File: src/rtl/sfp_feeder.sv
// Layer-pass sequencer between psum SRAM, sfp_row and output SRAM: for each output pixel it
// clears sfp_row, streams K tap rows into it with acc asserted, then writes the ReLU'd row out.
module sfp_feeder #(
    parameter int psum_bw = 16,
    parameter int col     = 8,
    parameter int K       = 9,
    parameter int NUM_OUT = 16,
    parameter int addr_bw = 11
) (
    input  logic                     clk,
    input  logic                     reset,
    input  logic                     start,
    output logic                     busy,
    output logic                     done,
    output logic                     pmem_rd_en,
    output logic [addr_bw-1:0]       pmem_addr,
    input  logic [psum_bw*col-1:0]   pmem_rdata,
    output logic                     sfp_clr,
    output logic                     sfp_acc,
    output logic [psum_bw*col-1:0]   sfp_in,
    input  logic [psum_bw*col-1:0]   sfp_out,
    output logic                     omem_wr_en,
    output logic [addr_bw-1:0]       omem_addr,
    output logic [psum_bw*col-1:0]   omem_wdata
);

    localparam int T_W = (K > 1) ? $clog2(K) : 1;
    localparam int O_W = (NUM_OUT > 1) ? $clog2(NUM_OUT) : 1;
    localparam logic [T_W-1:0] T_LAST = T_W'(K - 1);
    localparam logic [O_W-1:0] O_LAST = O_W'(NUM_OUT - 1);

    typedef enum logic [2:0] {
        S_IDLE, S_CLR, S_RD, S_LAST, S_SETTLE, S_WR, S_DONE
    } state_t;

    state_t             r_state;
    state_t             w_next;
    logic [T_W-1:0]     r_t;
    logic [O_W-1:0]     r_o;
    logic               r_acc_p1;
    logic               w_rd_en;
    logic               w_wr_en;
    logic               w_last_tap;
    logic               w_last_pix;
    logic [addr_bw-1:0] w_addr;

    assign w_last_tap = (r_t == T_LAST);
    assign w_last_pix = (r_o == O_LAST);
    // Tile-major layout: all pixels of tap t are contiguous.
    assign w_addr = addr_bw'(r_t) * addr_bw'(NUM_OUT) + addr_bw'(r_o);

    always_ff @(posedge clk or negedge reset) begin
        if (!reset) begin
            r_state <= S_IDLE;
        end else begin
            r_state <= w_next;
        end
    end

    always_comb begin
        w_next = r_state;
        case (r_state)
            S_IDLE:   if (start) w_next = S_CLR;
            S_CLR:    w_next = S_RD;
            S_RD:     if (w_last_tap) w_next = S_LAST;
            S_LAST:   w_next = S_SETTLE;
            S_SETTLE: w_next = S_WR;
            S_WR:     w_next = w_last_pix ? S_DONE : S_CLR;
            S_DONE:   w_next = S_IDLE;
            default:  w_next = S_IDLE;
        endcase
    end

    always_comb begin
        w_rd_en = 1'b0;
        w_wr_en = 1'b0;
        sfp_clr = 1'b0;
        done    = 1'b0;
        busy    = 1'b1;
        case (r_state)
            S_IDLE:  busy    = 1'b0;
            S_CLR:   sfp_clr = 1'b1;
            S_RD:    w_rd_en = 1'b1;
            S_WR:    w_wr_en = 1'b1;
            S_DONE: begin
                done = 1'b1;
                busy = 1'b0;
            end
            default: ;
        endcase
    end

    always_ff @(posedge clk or negedge reset) begin
        if (!reset) begin
            r_t <= '0;
            r_o <= '0;
        end else begin
            case (r_state)
                S_IDLE: begin
                    r_t <= '0;
                    r_o <= '0;
                end
                S_CLR:  r_t <= '0;
                S_RD:   if (!w_last_tap) r_t <= r_t + 1'b1;
                S_WR:   if (!w_last_pix) r_o <= r_o + 1'b1;
                default: ;
            endcase
        end
    end

    // rdata of the sync SRAM lands one cycle after rd_en, so acc tracks rd_en by one register.
    always_ff @(posedge clk or negedge reset) begin
        if (!reset) begin
            r_acc_p1 <= 1'b0;
        end else begin
            r_acc_p1 <= w_rd_en;
        end
    end

    assign pmem_rd_en = w_rd_en;
    assign pmem_addr  = w_rd_en ? w_addr : '0;
    assign sfp_acc    = r_acc_p1;
    assign sfp_in     = r_acc_p1 ? pmem_rdata : '0;
    assign omem_wr_en = w_wr_en;
    assign omem_addr  = w_wr_en ? addr_bw'(r_o) : '0;
    assign omem_wdata = w_wr_en ? sfp_out : '0;

endmodule

File: config.mk
export PLATFORM = sky130hd
export DESIGN_NAME = sfp_feeder
export DESIGN_NICKNAME = d
export VERILOG_FILES = /design/src/rtl/sfp_feeder.sv
export SDC_FILE = /design/constraint.sdc
export NUM_CORES = 1
export LEC_CHECK = 0
export CAP_MARGIN = 15
export CORE_AREA = 2 2 208 210
export CTS_CLUSTER_SIZE = 40
export DETAILED_ROUTE_END_ITERATION = 8
export DIE_AREA = 0 0 210 212
export GPL_TIMING_DRIVEN = 0
export PLACE_DENSITY = 0.33
export RECOVER_POWER = 50
export REMOVE_ABC_BUFFERS = 1
export SLEW_MARGIN = 5
export SYNTH_ARGS = -nofsm -noshare
export SYNTH_HDL_FRONTEND = slang
export SYNTH_SLANG_ARGS = --single-unit
File: constraint.sdc
create_clock -name clk -period 2 [get_ports clk]
set_input_delay 0.4 -clock clk [delete_from_list [all_inputs] [get_ports clk]]
set_output_delay 0.4 -clock clk [all_outputs]
set_load 0.02 [all_outputs]
==> results of run 1 <==
[worst max-delay path by stage]
stage                           end              startpoint  cells past startpoint
floorplan              omem_addr[0]  r_state[0]$_DFFE_PN0P_                      2
global placement      omem_wdata[7]  r_state[0]$_DFFE_PN0P_                      3
detailed placement    omem_wdata[9]  r_state[0]$_DFFE_PN0P_                      4
CTS                  omem_wdata[62]  r_state[1]$_DFFE_PN0P_                      5
global route         omem_wdata[88]  r_state[1]$_DFFE_PN0P_                      4
finish              omem_wdata[120]  r_state[1]$_DFFE_PN0P_                      5
[metrics by stage]
step / hold slack [ns] / setup slack, ns / instance area, um2 / instances
detailed placement: 0.4998 / -1.186 / 8467 / 1428
global route: 0.5426 / -0.2323 / 9359 / 1491
floorplan: 0.1044 / -1.096 / 2396 / 348
finish: 0.5106 / -0.1658 / 9366 / 1494
global placement: 0.5079 / -3.587 / 8404 / 1426
CTS: 0.5095 / -0.2129 / 9051 / 1482
[cell type report]
class / count / area share (%)
inverter: 5 / 0.2004
clock buffer: 4 / 0.8416
sequential: 12 / 3.313
antenna: 4 / 0.1069
tap: 546 / 7.294
multi-input combinational: 336 / 25.22
timing repair buffer: 587 / 63.02
[cell usage after synthesis]
library cell,count
a211oi_2,1
a21o_1,2
a21oi_1,5
and2_1,269
and3_1,1
and3b_1,1
and4b_1,2
buf_2,11
buf_4,11
buf_6,1
clkbuf_1,21
conb_1,1
dfrtp_1,12
ha_1,3
inv_1,5
mux2i_1,3
nand2_1,9
nand2b_1,1
nand3_1,2
nand4_1,2
nor2_1,3
nor2b_1,3
nor3_1,1
nor3_2,1
nor3b_2,1
nor4b_1,1
o2111a_1,1
o21ai_0,3
o21bai_1,1
o2bb2ai_1,1
o32ai_1,1
or2_2,2
xnor2_1,1
[cell families (layout without fill, tap and decap cells)]
group | Yosys count | after routing | synth area share (%)
compound gates | 15 | 15 | 4.009
buf+inv | 49 | 596 | 9.517
flops | 12 | 12 | 11.59
fa+ha+maj | 3 | 3 | 1.449
other cells | 1 | 14 | 0.1448
simple gates | 299 | 304 | 71.79
mux | 3 | 3 | 1.159
xor+xnor | 1 | 1 | 0.3382
[cells in the final DEF (no fill, tap or decap), types with 7 or more instances in the layout]
cell type and instances:
buf_16 7, buf_2 25, nand2_1 9, clkbuf_16 7
dlygate4sd2_1 87, buf_4 37, conb_1 10, clkdlybuf4s50_1 257
and2_1 183, buf_12 11, dfrtp_1 8, buf_6 102
and2_4 86, buf_8 7, clkdlybuf4s15_1 18, clkbuf_2 21
clkdlybuf4s15_2 8
[power breakdown]
group	leakage, uW	switching, uW	internal, uW
registers	0.000154	122	334
clock network	0.0000382	110	269
logic	0.00425	3130	2950
total	0.00444	3370	3550
[critical path, stage by stage, from the launching register on]
cell	delay, ns
dfrtp_2	0.43
and3b_4	0.44
buf_8	0.19
clkbuf_16	0.17
and2_4	0.17
buf_6	0.11
[flip-flops by register name, indices dropped and copies added, names as in the netlist]
register  flops
r_o           4
r_state       3
sfp_acc       1
r_t           4
[routing by layer]
| layer | track usage, % | up-vias |
|---|---|---|
| li1 | - | 2280 |
| met1 | 14.78 | 2199 |
| met2 | 23.84 | 258 |
| met3 | 5.229 | 28 |
| met4 | 1.198 | 16 |
| met5 | 0 | - |
[repair_timing]
action | 4_1_cts | 5_1_grt
gates resized for setup | 948 | 191
setup buffers | 40 | 5
pin swaps | 10 | 42
endpoints found under the setup margin | 278 | 170
hold endpoints to repair | 0 | 0
cloned | 10 | 5
hold buffers | 0 | 0
==> metrics.txt, run 1 <==
clk_skew 0.004798 ns; FF/Latch Area 310.3 um2; Cells after Synth 383; synthesis-to-layout area growth 261.6%; worst r2r src r_state[0]$_DFFE_PN0P_; largest net degree at the start of global routing 42; Hold Path Sink r_t[3]$_DFFE_PN0P_; FMAX 461.7 MHz; metal2 WL 16,070 um; Slew headroom 51.54%; # rows 76; max_cap viols 0; DRT met1 WL 12,380 um; fin crit period 2.166 ns; H-tree levels 1; Area contributors post-synth and2_1 (65%), dfrtp_1 (12%), buf_4 (3.2%); CTS tree yes; routed wire length 31,830 um; clock root buffer clkbuf_16; mapped cell area 0.002590 mm2; hold path depth 1; Setup-failing EPs final 98; Top Metal Used met5; Vias 4,781; critical path launch point type flop; wire per inst 21.31 um; fraction of layout cells with a size suffix above 1 34.64%; TNS Setup -9.218 ns; Seq/Total Area, Yosys 11.59%; Die W 210 um; FF-to-FF End r_t[2]$_DFFE_PN0P_; # port buffers 532; RSZ-0062 raised after global routing yes; Required @ worst endpoint 1.60 ns; Hold Startpoint r_t[3]$_DFFE_PN0P_; maximum fanout along the worst path 9; R2R setup slack 0.22 ns; Yosys reg bits 12; DRC 0; library cells used by synthesis 33; reg2reg path depth 6; ANT nets after route 0; vias in the first global route 4,650; fill count 4,769; Slew Limit Fails 0; failing checks negative setup slack; Final WS setup -0.1658 ns; IO Count 543; post-synth top area cell and2_1; Final nets 1,207; Util after Layout 22.04%; Syn Area/Cell 6.762 um2; Power Density 738.6 mW/mm2; Overflow after GRT 0; Fin. Hold Viols 0; total global-route track usage 13.06%; CP endpoint kind output port; die height 212 um; total iterations of the first detailed-routing run 4; critical path class flop to output port; Clock Latency Late Sink 0.24 ns; Initial Utilization 6.093%; Num Clock Sinks 12; multi-input logic area 0.002362 mm2; hpwl dp 24,590 um; drt initial violations 120; length of routed met3 wiring 3077 um; Worst Hold Class flop to flop; Clock Tree Buf Depth 2; drt via density 3.200; clock slew at reported path FFs 0.05 ns; gpl congestion 0.7977; Yosys top cell area share 64.98%; outcome complete, but fails checks; Core Box Area 0.04251 mm2; antenna violations before repair 19; worst slew pin tran 0.7194 ns; CTS Buf Count 3; static leakage 0.004440 uW; first-pass GRT wire length 40,260 um; worst IR drop on VDD 0.0004160 V; Crit path arrival time 1.77 ns; full die area 0.04452 mm2; Syn. warnings 0; Power, Total 6918 uW; Tcrit/Tclk final 108.3%
Power figures use the tool's default switching activity.
==> run 2: changes to the inputs <==
--- a/config.mk
+++ b/config.mk
@@ -5,7 +5,6 @@
 export SDC_FILE = /design/constraint.sdc
 export NUM_CORES = 1
 export LEC_CHECK = 0
-export CAP_MARGIN = 15
 export CORE_AREA = 2 2 208 210
 export CTS_CLUSTER_SIZE = 40
 export DETAILED_ROUTE_END_ITERATION = 8
==> results of run 2 <==
Final layout, timing and power as in run 1 (identical DEF).
==> run 3: changes to the inputs <==
--- a/config.mk
+++ b/config.mk
@@ -5,12 +5,12 @@
 export SDC_FILE = /design/constraint.sdc
 export NUM_CORES = 1
 export LEC_CHECK = 0
-export CORE_AREA = 2 2 208 210
+export CORE_AREA = 8 8 202 204
 export CTS_CLUSTER_SIZE = 40
 export DETAILED_ROUTE_END_ITERATION = 8
 export DIE_AREA = 0 0 210 212
 export GPL_TIMING_DRIVEN = 0
-export PLACE_DENSITY = 0.33
+export PLACE_DENSITY = 0.36
 export RECOVER_POWER = 50
 export REMOVE_ABC_BUFFERS = 1
 export SLEW_MARGIN = 5
==> metrics.txt, run 3 (same netlist as run 1, synthesis figures left out) <==
Core Box Area 0.03793 mm2 (-11%); Final WS setup -0.1915 ns (-0.02567 ns); worst IR drop on VDD 0.0003883 V (-6.7%); RSZ-0062 raised after global routing yes; Final nets 1,211 (+0.33%); Die W 210 um (unchanged); Overflow after GRT 0 (unchanged); H-tree levels 1 (unchanged); gpl congestion 0.8101 (+1.6%); failing checks negative setup slack; full die area 0.04452 mm2 (unchanged); # rows 72 (-5.3%); Tcrit/Tclk final 109.6% (+1.3 points); Clock Latency Late Sink 0.24 ns (about the same); routed wire length 33,340 um (+4.7%); wire per inst 22.69 um (+6.5%); post-placement cell count 1,400 (-2.0%); CTS Buf Count 3 (unchanged); crit-path cells and3b_4 > buf_12 > clkbuf_16 > and2_1 > buf_6; clock root buffer clkbuf_16; Clock Tree Buf Depth 2 (unchanged); Combinational Power Share 87.6% (-0.3 points); TNS Setup -16.14 ns (-6.926 ns); largest net degree at the start of global routing 48 (+14%); synthesis-to-layout area growth 281.1%; die height 212 um (unchanged); internal power 3843 uW (+8.2%); total iterations of the first detailed-routing run 4 (unchanged); outcome complete, but fails checks; pre-CTS setup slack -1.009 ns (+0.1775 ns); maximum fanout along the worst path 11 (+2); Initial Utilization 6.829% (+0.74 points); Vias 4,812 (+0.65%); Crit path arrival time 1.79 ns (+0.02 ns); critical path launch point type flop; Slew Limit Fails 0 (unchanged); Worst Hold Class flop to flop; worst slew pin tran 0.6918 ns (-0.02760 ns); length of routed met3 wiring 3706 um (+20%); clock share of power 5.5% (about the same); Power Density 738.9 mW/mm2 (about the same); CP endpoint kind output port; Fin. Hold Viols 0 (unchanged); Sw Ratio 47.31% (-1.3 points); Psw 3450 uW (+2.5%); fin cells 1,469 (-1.7%); fin crit period 2.191 ns (+0.02567 ns); Max stage delay on crit path 0.51 ns (+0.07 ns); Crit-path slowest cell dfrtp_4; clock slew at reported path FFs 0.04 ns (about the same); hpwl dp 25,500 um (+3.7%); metal2 WL 16,560 um (+3.1%); DRC 0 (unchanged); Slew headroom 53.40% (+1.9 points); most frequent cells in the layout clkdlybuf4s50_1 (257), and2_1 (149), buf_6 (132), and2_4 (120), dlymetal6s2s_1 (50); vias in the first global route 4,791 (+3.0%); drt via density 3.276 (+2.4%); DRT met1 WL 12,290 um (-0.69%); Num Clock Sinks 12 (unchanged); Setup-failing EPs final 137 (+40%); worst hold slack 0.5166 ns (+0.005959 ns); first-pass GRT wire length 43,190 um (+7.3%); proportion of power drawn by flip-flops and latches 6.9% (+0.3 points); # port buffers 532 (unchanged); FMAX 456.3 MHz (-1.2%); drt initial violations 117 (-2.5%); Top Metal Used met5; critical path class flop to output port; total global-route track usage 13.80% (+0.74 points); antenna violations before repair 17 (-2); most common cell after layout, fill and taps aside clkdlybuf4s50_1; Required @ worst endpoint 1.60 ns (about the same); CTS tree yes; clk_skew 0.001200 ns (-0.003598 ns); ANT nets after route 0 (unchanged); hold-fix buffer count after cts 0 (unchanged); biggest regs r_o x4, r_t x4, r_state x3; max_cap viols 0 (unchanged); IO Count 543 (unchanged); static leakage 0.005080 uW (+14%); fraction of layout cells with a size suffix above 1 37.45% (+2.8 points)
## run 3: routing by layer
layer | track usage [%] | vias to the layer above
li1 | - | 2298
met1 | 14.69 | 2173
met2 | 25.23 | 267
met3 | 6.722 | 50
met4 | 1.409 | 24
met5 | 0 | -
## run 3: through the flow
step | util, % | instance area, um2 | power, uW
2_1_floorplan | - | 2396 | 2776
5_1_grt | 26.02 | 9867 | 7798
4_1_cts | 24.18 | 9169 | 7133
3_5_place_dp | 22.23 | 8432 | 5847
3_3_place_gp | 22.07 | 8369 | 5345
6_report | 26.02 | 9869 | 7293
## run 3: power by group through the flow
stage	combinational [uW]	sequential, uW	clock [uW]
6_report	6390	500	404
3_5_place_dp	5270	574	0
4_1_cts	6140	569	420
5_1_grt	6840	527	435
2_1_floorplan	2210	570	0
3_3_place_gp	4630	715	0
## run 3: worst max-delay path: cells and delay by family, from the launching register on
family | cells | cell delay (ns)
buffers and inverters | 3 | 0.46
DFF | 1 | 0.51
and+or+nand+nor | 2 | 0.57
## run 3: layout make-up
class                           count  area, um2
Multi-Input combinational cell    335       2434
Sequential cell                    12      311.5
Tap cell                          518      648.1
Fill cell                        4116      28060
Inverter                            5      18.77
Antenna cell                        3      7.507
Clock buffer                        4      88.84
Timing Repair Buffer              592       6361
## run 3: what timing repair did
action / in CTS / in global routing
pin swaps: 26 / 47
buffers inserted: 32 / 13
endpoints found under the setup margin: 278 / 264
cloned: 14 / 3
gates resized for setup: 862 / 390
## run 3: final timing paths
kind                                   startpoint                     end  slack (ns)  depth (start not counted)
setup reg to reg           r_state[2]$_DFFE_PN0P_      r_t[2]$_DFFE_PN0P_       -0.07                          6
setup / recovery           r_state[1]$_DFFE_PN0P_          omem_wdata[16]       -0.19                          5
hold reg to reg                r_t[3]$_DFFE_PN0P_      r_t[3]$_DFFE_PN0P_        0.52                          1
max in group asynchronous                   reset  r_state[1]$_DFFE_PN0P_        0.91                          1
hold / removal                 r_t[3]$_DFFE_PN0P_      r_t[3]$_DFFE_PN0P_        0.52                          1
min in group asynchronous                   reset  r_state[0]$_DFFE_PN0P_        0.62                          1
